==> config.mk <==
export PLATFORM = sky130hd
export DESIGN_NAME = hazard_ctrl_unit
export DESIGN_NICKNAME = d
export VERILOG_FILES = /design/src/rtl/hazard_pkg.sv /design/src/rtl/sat_counter.sv /design/src/rtl/hazard_ctrl_unit.sv
export SDC_FILE = /design/constraint.sdc
export NUM_CORES = 1
export LEC_CHECK = 0
export ABC_AREA = 1
export CORE_MARGIN = 2
export CORE_UTILIZATION = 47
export DETAILED_ROUTE_END_ITERATION = 8
export GPL_TIMING_DRIVEN = 0
export PLACE_DENSITY = 0.77
export RECOVER_POWER = 100
export SLEW_MARGIN = 20
export SYNTH_ARGS = -nofsm -noshare
export SYNTH_HDL_FRONTEND = slang
export SYNTH_SLANG_ARGS = --single-unit
==> constraint.sdc <==
create_clock -name clk_i -period 2.1 [get_ports clk_i]
set_input_delay 0.42 -clock clk_i [delete_from_list [all_inputs] [get_ports clk_i]]
set_output_delay 0.42 -clock clk_i [all_outputs]
set_load 0.02 [all_outputs]
==> src/rtl/hazard_pkg.sv <==
// Shared types, constants and helpers for the ID-stage hazard control unit.
package hazard_pkg;

    // Load-use stall sequencer states
    typedef enum logic {
        IDLE     = 1'b0,
        LU_STALL = 1'b1
    } hz_state_e;

    // Encoding reported on hazard_type_o
    localparam logic [1:0] HZ_NONE    = 2'd0;
    localparam logic [1:0] HZ_LOADUSE = 2'd1;
    localparam logic [1:0] HZ_BRANCH  = 2'd2;
    localparam logic [1:0] HZ_MEMFRZ  = 2'd3;

    // Widest register address the match helper accepts; callers zero-extend
    localparam int MAX_REG_AW = 16;

    // A source depends on a destination only if it is actually read, the
    // numbers agree, and the destination is not the hard-wired zero register.
    function automatic logic reg_match(
        input logic                  use_src,
        input logic [MAX_REG_AW-1:0] src,
        input logic [MAX_REG_AW-1:0] dst
    );
        return use_src && (src == dst) && (dst != {MAX_REG_AW{1'b0}});
    endfunction

endpackage

==> src/rtl/sat_counter.sv <==
// Saturating up-counter: increments when inc_i is high, sticks at all-ones.
module sat_counter #(
    parameter int W = 16
) (
    input  logic         clk_i,
    input  logic         rst_i,
    input  logic         inc_i,
    output logic [W-1:0] cnt_o
);

    logic [W-1:0] cnt_r;

    // Count qualifying cycles, holding at the maximum instead of wrapping
    always_ff @(posedge clk_i or negedge rst_i) begin
        if (!rst_i) begin
            cnt_r <= {W{1'b0}};
        end else if (inc_i && (cnt_r != {W{1'b1}})) begin
            cnt_r <= cnt_r + W'(1);
        end else begin
            cnt_r <= cnt_r;
        end
    end

    assign cnt_o = cnt_r;

endmodule

==> src/rtl/hazard_ctrl_unit.sv <==
// ID-stage hazard control: load-use stalls (multi-cycle), branch-in-ID operand
// stalls, data-cache freeze, and a saturating stall-cycle statistic.
module hazard_ctrl_unit
    import hazard_pkg::*;
#(
    parameter int REG_AW          = 5,
    parameter int LOAD_USE_CYCLES = 1,
    parameter int BRANCH_IN_ID    = 1,
    parameter int STAT_W          = 16
) (
    input  logic              clk_i,
    input  logic              rst_i,
    input  logic [REG_AW-1:0] ifid_rs_i,
    input  logic [REG_AW-1:0] ifid_rt_i,
    input  logic              ifid_use_rs_i,
    input  logic              ifid_use_rt_i,
    input  logic              ifid_branch_i,
    input  logic              idex_mem_read_i,
    input  logic              idex_reg_write_i,
    input  logic [REG_AW-1:0] idex_rd_i,
    input  logic              exmem_mem_read_i,
    input  logic [REG_AW-1:0] exmem_rd_i,
    input  logic              dmem_stall_i,
    output logic              pc_write_o,
    output logic              ifid_write_o,
    output logic              ctrl_bubble_o,
    output logic              pipe_hold_o,
    output logic [1:0]        hazard_type_o,
    output logic [STAT_W-1:0] stall_count_o
);

    localparam logic       MULTI_LU = (LOAD_USE_CYCLES > 1);
    localparam logic       BR_EN    = (BRANCH_IN_ID != 0);
    localparam logic [2:0] LU_RELOAD = 3'(LOAD_USE_CYCLES - 1);

    hz_state_e state_r, state_nxt_s;
    logic [2:0] lu_cnt_r, lu_cnt_nxt_s;

    logic [MAX_REG_AW-1:0] rs_ext_s, rt_ext_s, ex_rd_ext_s, mem_rd_ext_s;
    logic ex_match_s, mem_match_s, lu_hit_s, br_hit_s;

    assign rs_ext_s     = MAX_REG_AW'(ifid_rs_i);
    assign rt_ext_s     = MAX_REG_AW'(ifid_rt_i);
    assign ex_rd_ext_s  = MAX_REG_AW'(idex_rd_i);
    assign mem_rd_ext_s = MAX_REG_AW'(exmem_rd_i);

    assign ex_match_s  = reg_match(ifid_use_rs_i, rs_ext_s, ex_rd_ext_s)
                       | reg_match(ifid_use_rt_i, rt_ext_s, ex_rd_ext_s);
    assign mem_match_s = reg_match(ifid_use_rs_i, rs_ext_s, mem_rd_ext_s)
                       | reg_match(ifid_use_rt_i, rt_ext_s, mem_rd_ext_s);

    assign lu_hit_s = idex_mem_read_i & idex_reg_write_i & ex_match_s;
    assign br_hit_s = BR_EN & ifid_branch_i &
                      ((idex_reg_write_i & ex_match_s) | (exmem_mem_read_i & mem_match_s));

    // State register for the load-use stall sequencer
    always_ff @(posedge clk_i or negedge rst_i) begin
        if (!rst_i) begin
            state_r  <= IDLE;
            lu_cnt_r <= 3'd0;
        end else begin
            state_r  <= state_nxt_s;
            lu_cnt_r <= lu_cnt_nxt_s;
        end
    end

    // Next-state logic: a cache freeze holds everything; otherwise count down
    always_comb begin
        state_nxt_s  = state_r;
        lu_cnt_nxt_s = lu_cnt_r;
        if (dmem_stall_i) begin
            state_nxt_s  = state_r;
            lu_cnt_nxt_s = lu_cnt_r;
        end else begin
            case (state_r)
                LU_STALL: begin
                    if (lu_cnt_r <= 3'd1) begin
                        state_nxt_s  = IDLE;
                        lu_cnt_nxt_s = 3'd0;
                    end else begin
                        state_nxt_s  = LU_STALL;
                        lu_cnt_nxt_s = lu_cnt_r - 3'd1;
                    end
                end
                IDLE: begin
                    if (lu_hit_s && MULTI_LU) begin
                        state_nxt_s  = LU_STALL;
                        lu_cnt_nxt_s = LU_RELOAD;
                    end else begin
                        state_nxt_s  = IDLE;
                        lu_cnt_nxt_s = lu_cnt_r;
                    end
                end
                default: begin
                    state_nxt_s  = IDLE;
                    lu_cnt_nxt_s = 3'd0;
                end
            endcase
        end
    end

    // Output decode by priority; reset forces the safe stalled pattern at once
    always_comb begin
        pc_write_o    = 1'b1;
        ifid_write_o  = 1'b1;
        ctrl_bubble_o = 1'b0;
        pipe_hold_o   = 1'b0;
        hazard_type_o = HZ_NONE;
        if (!rst_i) begin
            pc_write_o    = 1'b0;
            ifid_write_o  = 1'b0;
            ctrl_bubble_o = 1'b1;
            pipe_hold_o   = 1'b0;
            hazard_type_o = HZ_NONE;
        end else if (dmem_stall_i) begin
            pc_write_o    = 1'b0;
            ifid_write_o  = 1'b0;
            ctrl_bubble_o = 1'b0;
            pipe_hold_o   = 1'b1;
            hazard_type_o = HZ_MEMFRZ;
        end else if ((state_r == LU_STALL) || lu_hit_s) begin
            pc_write_o    = 1'b0;
            ifid_write_o  = 1'b0;
            ctrl_bubble_o = 1'b1;
            pipe_hold_o   = 1'b0;
            hazard_type_o = HZ_LOADUSE;
        end else if (br_hit_s) begin
            pc_write_o    = 1'b0;
            ifid_write_o  = 1'b0;
            ctrl_bubble_o = 1'b1;
            pipe_hold_o   = 1'b0;
            hazard_type_o = HZ_BRANCH;
        end else begin
            pc_write_o    = 1'b1;
            ifid_write_o  = 1'b1;
            ctrl_bubble_o = 1'b0;
            pipe_hold_o   = 1'b0;
            hazard_type_o = HZ_NONE;
        end
    end

    sat_counter #(.W(STAT_W)) u_stall_cnt (
        .clk_i (clk_i),
        .rst_i (rst_i),
        .inc_i (~pc_write_o),
        .cnt_o (stall_count_o)
    );

endmodule

==> metrics.txt, run 1 <==
vias in the first global route=1536; Yosys warnings=0; dpl hpwl=3200 microns; Largest stage delay, worst path=590 ps; Critical Path RT=1680 ps; kind of critical path=in -> out; Leak Pwr=1.27 nW; First-pass DRT Iterations=4; worst r2r dst=u_stall_cnt.cnt_o[4]$_DFFE_PN0P_; via-per-instance ratio=4.86; asr flop ratio synth=1.00; outcome=finished clean; synthesized area=1670 sq um; critical path depth in cells=6; Slowest-stage cell, CP=dlygate4sd3_1; clk sinks=20; initial antenna violation count=0; worst path bufs/invs=4; CTS Buffer Depth=2; switch share=0.387; final worst path period need=2060 ps; Slew Viols, Final=0; # rows=21; first-pass GRT wire length=6700 microns; clock skew=4.99 ps; Root Driver=clkbuf_4; cells on worst reg2reg path=10; Clk pwr share=0.157; Clk pin slew, worst setup/hold paths=110 ps; H-tree levels=1; mean area per synthesized cell=6.06 sq um; Mapped Cells=275; cell-internal power=0.702 mW; Simple-Gate Fraction of Synth Area=0.467; dominant synthesized flop cell=dfrtp_1; Post-Synth XOR/XNOR Area=0.0579; main combinational cell family by area after synthesis=simple AND/OR/NAND/NOR gates; Post-Route WL=4160 microns; multiplexer area fraction after synthesis=0; critical path capture point type=output pin; Final Cycle Share=0.979; Post-synth EDFFs=0; post-synthesis adder-cell area fraction=0.0225; crit-path cells=dlygate4sd3_1, nor2_1, nand3_4, inv_2, buf_4, buf_6; Setup TNS Final=0 ps; routed len/inst=11.1 microns; Post-route DRC=0; Die W=63.5 microns; Logic pwr share=0.402; gr usage total=0.205; register area share after synthesis=0.301; reg2reg setup slack=180 ps; Detail Route Antenna Nets=0; CP Max Fanout=5; synthesis-to-layout area growth=32.1%; worst IR drop on VDD=0.456 mV; largest net degree at the start of global routing=24; Synthesized Nets=307; Die ar.=4040 sq um; Overflow after GRT=0; Worst-Skew Late Latency=300 ps; TritonCTS buffer count=3; Initial Util=0.495; Hold WS=19.1 ps; Top Ports=51; vias=1828; worst flop-to-flop path startpoint=u_stall_cnt.cnt_o[0]$_DFFE_PN0P_; Psw=0.444 mW; Die Height=63.5 microns; worst slew pin tran=358 ps; Netlist cell types=25; ANT cells=0; core area=3360 sq um; nets=364; final-report setup violation count=0; crit-path leading delay family=buffers and inverters; crit start category=primary input; Worst EP arrival=1640 ps; maximum clock rate=0.486 GHz; Slew headroom=0.759; initial DRC count=141; sequential power share=0.441; max-cap violations=0; Final Wtd Congestion=0.917; IO Port Bufs=50; compound-gate portion of the synthesized area=0.0361; FF+latch count, synth=20; final count of hold timing violations=0; CTS tree=built; Hold WC Path Type=in -> async; power per cell area=521 nW/um^2; layout cell share with drive strength beyond 1=0.206
what timing repair did:
action,4_1_cts,5_1_grt
buffers inserted,3,0
hold buffers,0,0
pin swaps,8,25
resized for setup,91,47
endpoints found under the setup margin,22,5
synthesized netlist by cell type, types with 2 or more instances:
cell | number | share of area
nand4_1 | 5 | 0.019
buf_4 | 3 | 0.014
nand3_1 | 29 | 0.087
nor3_1 | 2 | 0.0060
inv_1 | 34 | 0.077
dfrtp_1 | 20 | 0.30
nand2_1 | 114 | 0.26
xor2_1 | 6 | 0.032
nor2_1 | 29 | 0.065
o21ai_0 | 5 | 0.015
xnor2_1 | 5 | 0.026
inv_2 | 7 | 0.016
ha_1 | 3 | 0.023
o21ai_1 | 2 | 0.0060
cell type report:
type / count / area, sq um
timing repair buffer: 53 / 417
buffer: 4 / 27.5
clock buffer: 3 / 22.5
sequential: 20 / 500
inverter: 41 / 156
fill: 366 / 1160
multi-input combinational: 209 / 1020
tap: 46 / 57.6
flip-flops by register name, summed over array words and instances, names as in the netlist:
register	flops
state_r	1
lu_cnt_r	3
u_stall_cnt.cnt_o	16
stage by stage:
stage	util	total power [mW]	setup slack, ps	area [sq um]	std cells
finish	0.654	1.15	44.2	2200	376
floorplan	-	0.769	95.6	1670	275
detailed placement	0.661	1.00	-1350	2220	371
global placement	0.661	0.990	-1340	2220	371
CTS	0.669	1.17	-56.8	2250	377
global route	0.654	1.24	-38.4	2200	376
power groups by stage:
stage / Sequential (mW) / Combinational (mW) / Clock [mW]
2_1_floorplan: 0.563 / 0.206 / 0
3_3_place_gp: 0.514 / 0.477 / 0
3_5_place_dp: 0.514 / 0.488 / 0
4_1_cts: 0.507 / 0.482 / 0.183
5_1_grt: 0.519 / 0.512 / 0.206
6_report: 0.505 / 0.460 / 0.180
layout by cell type (no fill, tap or decap), types with 8 or more instances in the layout:
| cell | n |
|---|---|
| nand3_1 | 28 |
| buf_4 | 10 |
| clkbuf_2 | 11 |
| nand2_2 | 8 |
| inv_1 | 26 |
| dfrtp_1 | 20 |
| nand2_1 | 108 |
| nor2_1 | 25 |
| buf_2 | 9 |
| inv_2 | 14 |
| dlygate4sd3_1 | 17 |
worst max-delay path by stage:
stage                       start          endpoint  slack [ps]
finish               dmem_stall_i        pc_write_o          40
global route         idex_rd_i[1]  hazard_type_o[1]         -40
CTS                 exmem_rd_i[0]        pc_write_o         -60
detailed placement          rst_i        pc_write_o       -1350
global placement            rst_i        pc_write_o       -1340
floorplan            idex_rd_i[0]        pc_write_o         100
routing by layer:
layer	wire, microns	part of all wire	track usage	vias to the layer above
met5	0	0	0	-
met3	283	0.068	0.0393	2
met4	17	0.0041	0.0353	0
li1	-	-	-	967
met1	1950	0.47	0.285	813
met2	1910	0.46	0.333	46
kinds of logic after synthesis:
group / after synthesis
fa+ha+maj: 3
xor+xnor: 11
compound gates: 11
flops: 20
buf+inv: 46
simple gates: 184
worst reg2reg max path, stage by stage (launching register included):
cell,delay (ps)
dfrtp_1,430
ha_1,260
nand3_1,140
inv_1,100
nand2_1,120
nor4_4,270
inv_2,110
nand2_2,110
buf_4,190
nand2_1,80
nand2_1,60
Note: power is estimated with default switching activity, not from simulation.
==> inputs of run 2 (changes only) <==
--- a/config.mk
+++ b/config.mk
@@ -7,7 +7,7 @@
 export LEC_CHECK = 0
 export ABC_AREA = 1
 export CORE_MARGIN = 2
-export CORE_UTILIZATION = 47
+export CORE_UTILIZATION = 48
 export DETAILED_ROUTE_END_ITERATION = 8
 export GPL_TIMING_DRIVEN = 0
 export PLACE_DENSITY = 0.77
@@ -15,4 +15,5 @@
 export SLEW_MARGIN = 20
 export SYNTH_ARGS = -nofsm -noshare
 export SYNTH_HDL_FRONTEND = slang
+export SYNTH_HIERARCHICAL = 1
 export SYNTH_SLANG_ARGS = --single-unit
==> run 2 against run 1 <==
Compared with the run above:
- largest power group is now combinational logic
- worst hold slack improved by 110 ps
- sequential cell count did not move
- clock-buffer cell count did not move
- power grew 29%
- first-iteration DRC count is 28% lower
- routed wire length increased by 4.4%
- combinational power up 20%
- synthesized area is 7.3% higher
- die area rose by 4.7%
==> metrics.txt, run 2 <==
outcome=finished clean; register area share after synthesis=0.280; crit-path cells=dlygate4sd2_1, nand2_1, nor2_2, nand3_2, nand2_2, nand3_2, nand3_4, inv_2, nand2_2, nor2_4, buf_6, buf_6; CTS tree=built; critical path depth in cells=12; synthesis-to-layout area growth=30.3%; cells on worst reg2reg path=7; worst path bufs/invs=4; maximum clock rate=0.499 GHz; final count of hold timing violations=0; layout cell share with drive strength beyond 1=0.229; Worst-Skew Late Latency=260 ps; nets=382; Overflow after GRT=0; multiplexer area fraction after synthesis=0; Die Height=65.0 microns; clk sinks=20; # rows=22; Detail Route Antenna Nets=0; most common cell after layout, fill and taps aside=nand2_1; Hold WC Path Type=in -> async; core area=3610 sq um; Critical Path RT=1680 ps; dpl hpwl=3560 microns; leading area contributor after synthesis=dfrtp_1; Clk pin slew, worst setup/hold paths=80 ps; initial antenna violation count=0; Fillers=386; mean area per synthesized cell=6.08 sq um; Slew headroom=0.644; Synth top area share=0.280; worst IR drop on VDD=0.433 mV; unrepaired setup endpoints after global routing=no; Simple-Gate Fraction of Synth Area=0.492; CTS Buffer Depth=2; power per cell area=633 nW/um^2; Top Ports=51; Die W=65.0 microns; crit start category=primary input; initial DRC count=102; Root Driver=clkbuf_8; asr flop ratio synth=1.00; Hold WS=132 ps; FF+latch count, synth=20; Post-synth EDFFs=0; ANT cells=0; Setup TNS Final=0 ps; final worst path period need=2010 ps; Die ar.=4230 sq um; gr usage total=0.221; Post-Route WL=4340 microns; Netlist cell types=25; post-synthesis adder-cell area fraction=0.0210; vias=1869; Final Wtd Congestion=0.866; IO Port Bufs=50; first-pass GRT wire length=7480 microns; clock skew=13.0 ps; Worst EP arrival=1590 ps; TritonCTS buffer count=3; crit-path leading delay family=simple AND/OR/NAND/NOR gates; Slowest-stage cell, CP=dlygate4sd2_1; main combinational cell family by area after synthesis=simple AND/OR/NAND/NOR gates; most frequent cells in the layout=124 x nand2_1, 30 x inv_1, 26 x nor2_1; H-tree levels=1; worst slew pin tran=535 ps; largest net degree at the start of global routing=24; max reg flops=16; dominant synthesized flop cell=dfrtp_1; Mapped Cells=294; compound-gate portion of the synthesized area=0.0686; Leak Pwr=1.24 nW; Synthesized Nets=326; synth top area cells=dfrtp_1 28%, nand2_1 26%, inv_1 7.4%; Final Cycle Share=0.955; max-cap violations=0; Slew Viols, Final=0; Post-CTS Hold Buffers=0; final-report setup violation count=0; Initial Util=0.495; reg2reg setup slack=250 ps; kind of critical path=in -> out; via-per-instance ratio=4.71; most frequent cell after synthesis=nand2_1; critical path capture point type=output pin; routed len/inst=10.9 microns; Post-Synth XOR/XNOR Area=0.0294; Yosys warnings=6; Commonest cells post-synth=126 x nand2_1, 35 x inv_1, 30 x nor2_1; Largest stage delay, worst path=230 ps; synthesized area=1790 sq um; First-pass DRT Iterations=4; Post-route DRC=0; vias in the first global route=1718; CP Max Fanout=3
-- run 2: changes by cell type after synthesis, sizes merged --
cell   previous run  this run
a21oi             1         2
nand4             5         9
inv              41        44
xor2              6         1
nor4              1         0
nand2           116       134
nand3            30        13
o21ai             7        17
buf               5         3
o31ai             1         0
nor3              2         0
nor2             30        41
-- run 2: final cells by class --
type | instances | area [sq um] | area share
tap | 48 | 60.1 | 0.0258
clock buffer | 3 | 41.3 | 0.0177
multi-input combinational | 227 | 1120 | 0.480
timing repair buffer | 51 | 385 | 0.166
clock inverter | 1 | 30.0 | 0.0129
buffer | 3 | 27.5 | 0.0118
sequential | 20 | 500 | 0.215
inverter | 44 | 165 | 0.0710
-- run 2: timing repair --
action	CTS	global route
pin swaps	3	12
buffers inserted	1	0
resized for setup	57	53
setup endpoints to repair	22	13
-- run 2: power breakdown --
group / total, mW / switching, mW / internal [mW]
Sequential: 0.537 / 0.0853 / 0.452
Clock: 0.382 / 0.127 / 0.254
Combinational: 0.554 / 0.324 / 0.229
Total: 1.47 / 0.537 / 0.936
-- run 2: logic make-up after synthesis --
logic type,after synthesis
compound gates,21
flops,20
fa+ha+maj,3
xor+xnor,6
simple gates,197
buf+inv,47
-- run 2: path summary, 6_finish.rpt --
path | from | end
setup / recovery | ifid_use_rt_i | pc_write_o
hold / removal | rst_i | u_stall_cnt/cnt_o[10]$_DFFE_PN0P_
setup reg to reg | u_stall_cnt/cnt_o[0]$_DFFE_PN0P_ | u_stall_cnt/cnt_o[2]$_DFFE_PN0P_
hold reg to reg | lu_cnt_r[0]$_DFFE_PN0P_ | lu_cnt_r[0]$_DFFE_PN0P_
max in group asynchronous | rst_i | u_stall_cnt/cnt_o[14]$_DFFE_PN0P_
min in group clk_i | lu_cnt_r[0]$_DFFE_PN0P_ | lu_cnt_r[0]$_DFFE_PN0P_
-- run 2: metal layers --
metal	track usage	vias to the layer above	wire length (microns)
met5	0	-	0
met4	0.0313	0	19
met3	0.0260	2	125
met2	0.392	30	2120
met1	0.296	822	2080
li1	-	1015	-
-- run 2: through the flow --
step,util,worst slack (ps),area (sq um),std cells,total power [mW]
after floorplan,-,102,1790,294,0.882
after detailed placement,0.651,-1090,2350,392,1.13
final,0.645,94.5,2330,397,1.47
after global routing,0.645,3.23,2330,397,1.58
after CTS,0.660,-69.7,2380,397,1.50
after global placement,0.651,-1090,2350,392,1.12
-- run 2: worst register-to-register path: stages, from the launching register on --
cell,delay (ps)
dfrtp_1,450
ha_1,350
inv_2,110
nor2_1,190
nand4_4,130
nand2_1,140
clkbuf_2,260
o21ai_0,110
==> inputs of run 3 (changes only) <==
--- a/config.mk
+++ b/config.mk
@@ -7,10 +7,9 @@
 export LEC_CHECK = 0
 export ABC_AREA = 1
 export CORE_MARGIN = 2
-export CORE_UTILIZATION = 48
+export CORE_UTILIZATION = 42
 export DETAILED_ROUTE_END_ITERATION = 8
-export GPL_TIMING_DRIVEN = 0
-export PLACE_DENSITY = 0.77
+export PLACE_DENSITY = 0.69
 export RECOVER_POWER = 100
 export SLEW_MARGIN = 20
 export SYNTH_ARGS = -nofsm -noshare
==> run 3 against run 2 <==
Compared with the run above:
- cell area increased by 2.8%
- die area increased by 13%
- largest power group unchanged
- sequential share of layout area decreased by 0.58 points
- register-to-register slack better by 160 ps
- critical endpoint is now pipe_hold_o
- largest cell class unchanged
- highest routed layer unchanged
==> metrics.txt, run 3 (synthesis gave the netlist of run 2 again) <==
Clk pwr share=0.207; kind of critical path=in -> out; worst slew pin tran=1110 ps; Overflow after GRT=0; gr usage total=0.179; Worst-Skew Late Latency=260 ps; vias in the first global route=1714; crit-path cells=dlygate4sd3_1, nand2_1, inv_1, dlygate4sd2_1; critical path capture point type=output pin; sequential power share=0.384; HP Start=lu_cnt_r[2]$_DFFE_PN0P_; Hold Path Stages=2; Post-route DRC=0; Slew Viols, Final=0; Die Height=69.2 microns; switch share=0.385; CTS tree=built; initial antenna violation count=0; final worst path period need=2020 ps; worst IR drop on VDD=0.603 mV; design area=2390 sq um; crit-path leading delay family=buffers and inverters; Initial Util=0.440; nets=387; Die W=69.2 microns; Final Cycle Share=0.964; Largest stage delay, worst path=640 ps; Slowest-stage cell, CP=dlygate4sd3_1; IO Port Bufs=50; core area=4060 sq um; Detail Route Antenna Nets=0; Hold WC Path Type=reg -> reg; worst r2r dst=u_stall_cnt/cnt_o[5]$_DFFE_PN0P_; Top Ports=51; H-tree levels=1; initial DRC count=111; final-report setup violation count=0; most common cell after layout, fill and taps aside=nand2_1; worst path bufs/invs=3; Root Driver=clkbuf_8; CTS Buffer Depth=2; crit start category=primary input; clock skew=4.78 ps; maximum clock rate=0.494 GHz; via-per-instance ratio=4.64; # rows=23; reg2reg setup slack=410 ps; dpl hpwl=3470 microns; Worst EP arrival=1600 ps; Post-Route WL=4260 microns; max reg flops=16; synthesis-to-layout area growth=33.9%; WHS Endpoint=lu_cnt_r[2]$_DFFE_PN0P_; ANT cells=0; routed len/inst=10.5 microns; layout cell share with drive strength beyond 1=0.218; Clk pin slew, worst setup/hold paths=70 ps; Final Wtd Congestion=0.906; max-cap violations=0; unrepaired setup endpoints after global routing=no; final worst setup slack=75.1 ps; outcome=finished clean; CP Max Fanout=4; power per cell area=584 nW/um^2; Slew headroom=0.259; largest net degree at the start of global routing=21; Post-Place Setup Slack=-727 ps; cells on worst reg2reg path=6; Leak Pwr=1.27 nW; First-pass DRT Iterations=4; first-pass GRT wire length=7180 microns; placed cell area=2400 sq um; Setup TNS Final=0 ps; Logic pwr share=0.409; worst flop-to-flop path startpoint=u_stall_cnt/cnt_o[0]$_DFFE_PN0P_; setup repair bufs after CTS=0; TritonCTS buffer count=3; vias=1874; Critical Path RT=1680 ps; most frequent cells in the layout=122 x nand2_1, 31 x inv_1, 28 x nor2_1; Psw=0.538 mW; final count of hold timing violations=0; Die ar.=4790 sq um; cell-internal power=0.860 mW; Finished Core Util=0.590; CP startpoint=dmem_stall_i; clk sinks=20
-- run 3: routing by layer --
layer	vias to the layer above	share of wire	wire (microns)	track usage
li1	1020	-	-	-
met1	806	0.48	2060	0.230
met2	46	0.47	1980	0.317
met3	2	0.045	192	0.0320
met4	0	0.0047	20	0.0327
met5	-	0	0	0
-- run 3: what timing repair did --
item / 4_1_cts / 5_1_grt
gates resized for setup: 64 / 36
hold endpoints to repair: 0 / 0
pin swaps: 13 / 18
hold buffers: 0 / 0
cloned: 0 / 0
setup endpoints to repair: 22 / 9
-- run 3: power groups by stage --
stage | Combinational, mW | Clock (mW) | Sequential, mW
floorplan | 0.291 | 0 | 0.591
finish | 0.572 | 0.289 | 0.537
detailed placement | 0.599 | 0 | 0.546
CTS | 0.596 | 0.299 | 0.540
global placement | 0.595 | 0 | 0.545
global route | 0.636 | 0.317 | 0.550
-- run 3: worst max path at each step --
| stage | endpoint | cells after the start | slack, ps |
|---|---|---|---|
| finish | pipe_hold_o | 4 | 80 |
| global route | u_stall_cnt/cnt_o[15]$_DFFE_PN0P_ | 19 | 3 |
| CTS | pc_write_o | 11 | 8 |
| detailed placement | pc_write_o | 11 | -730 |
| global placement | hazard_type_o[1] | 12 | -700 |
| floorplan | pc_write_o | 12 | 100 |
-- run 3: through the flow --
step                hold WS (ps)  instances  total power [mW]
CTS                          511        404              1.43
floorplan                    124        294             0.882
detailed placement           491        400              1.14
global route                 575        404              1.50
global placement             494        400              1.14
finish                       511        404              1.40
-- run 3: layout make-up --
| type | count | area, sq um |
|---|---|---|
| multi-input combinational | 227 | 1120 |
| timing repair buffer | 59 | 490 |
| fill | 411 | 1670 |
| sequential | 20 | 500 |
| clock buffer | 4 | 55.1 |
| inverter | 44 | 165 |
| tap | 50 | 62.6 |
-- run 3: worst register-to-register path: cells and delay by family, from the launching register on --
| kind | cells | cell delay (ps) |
|---|---|---|
| and+or+nand+nor | 3 | 550 |
| DFF | 1 | 450 |
| adders and majority gates | 1 | 330 |
| AOI/OAI and AO/OA | 1 | 130 |
| buffers and inverters | 1 | 100 |
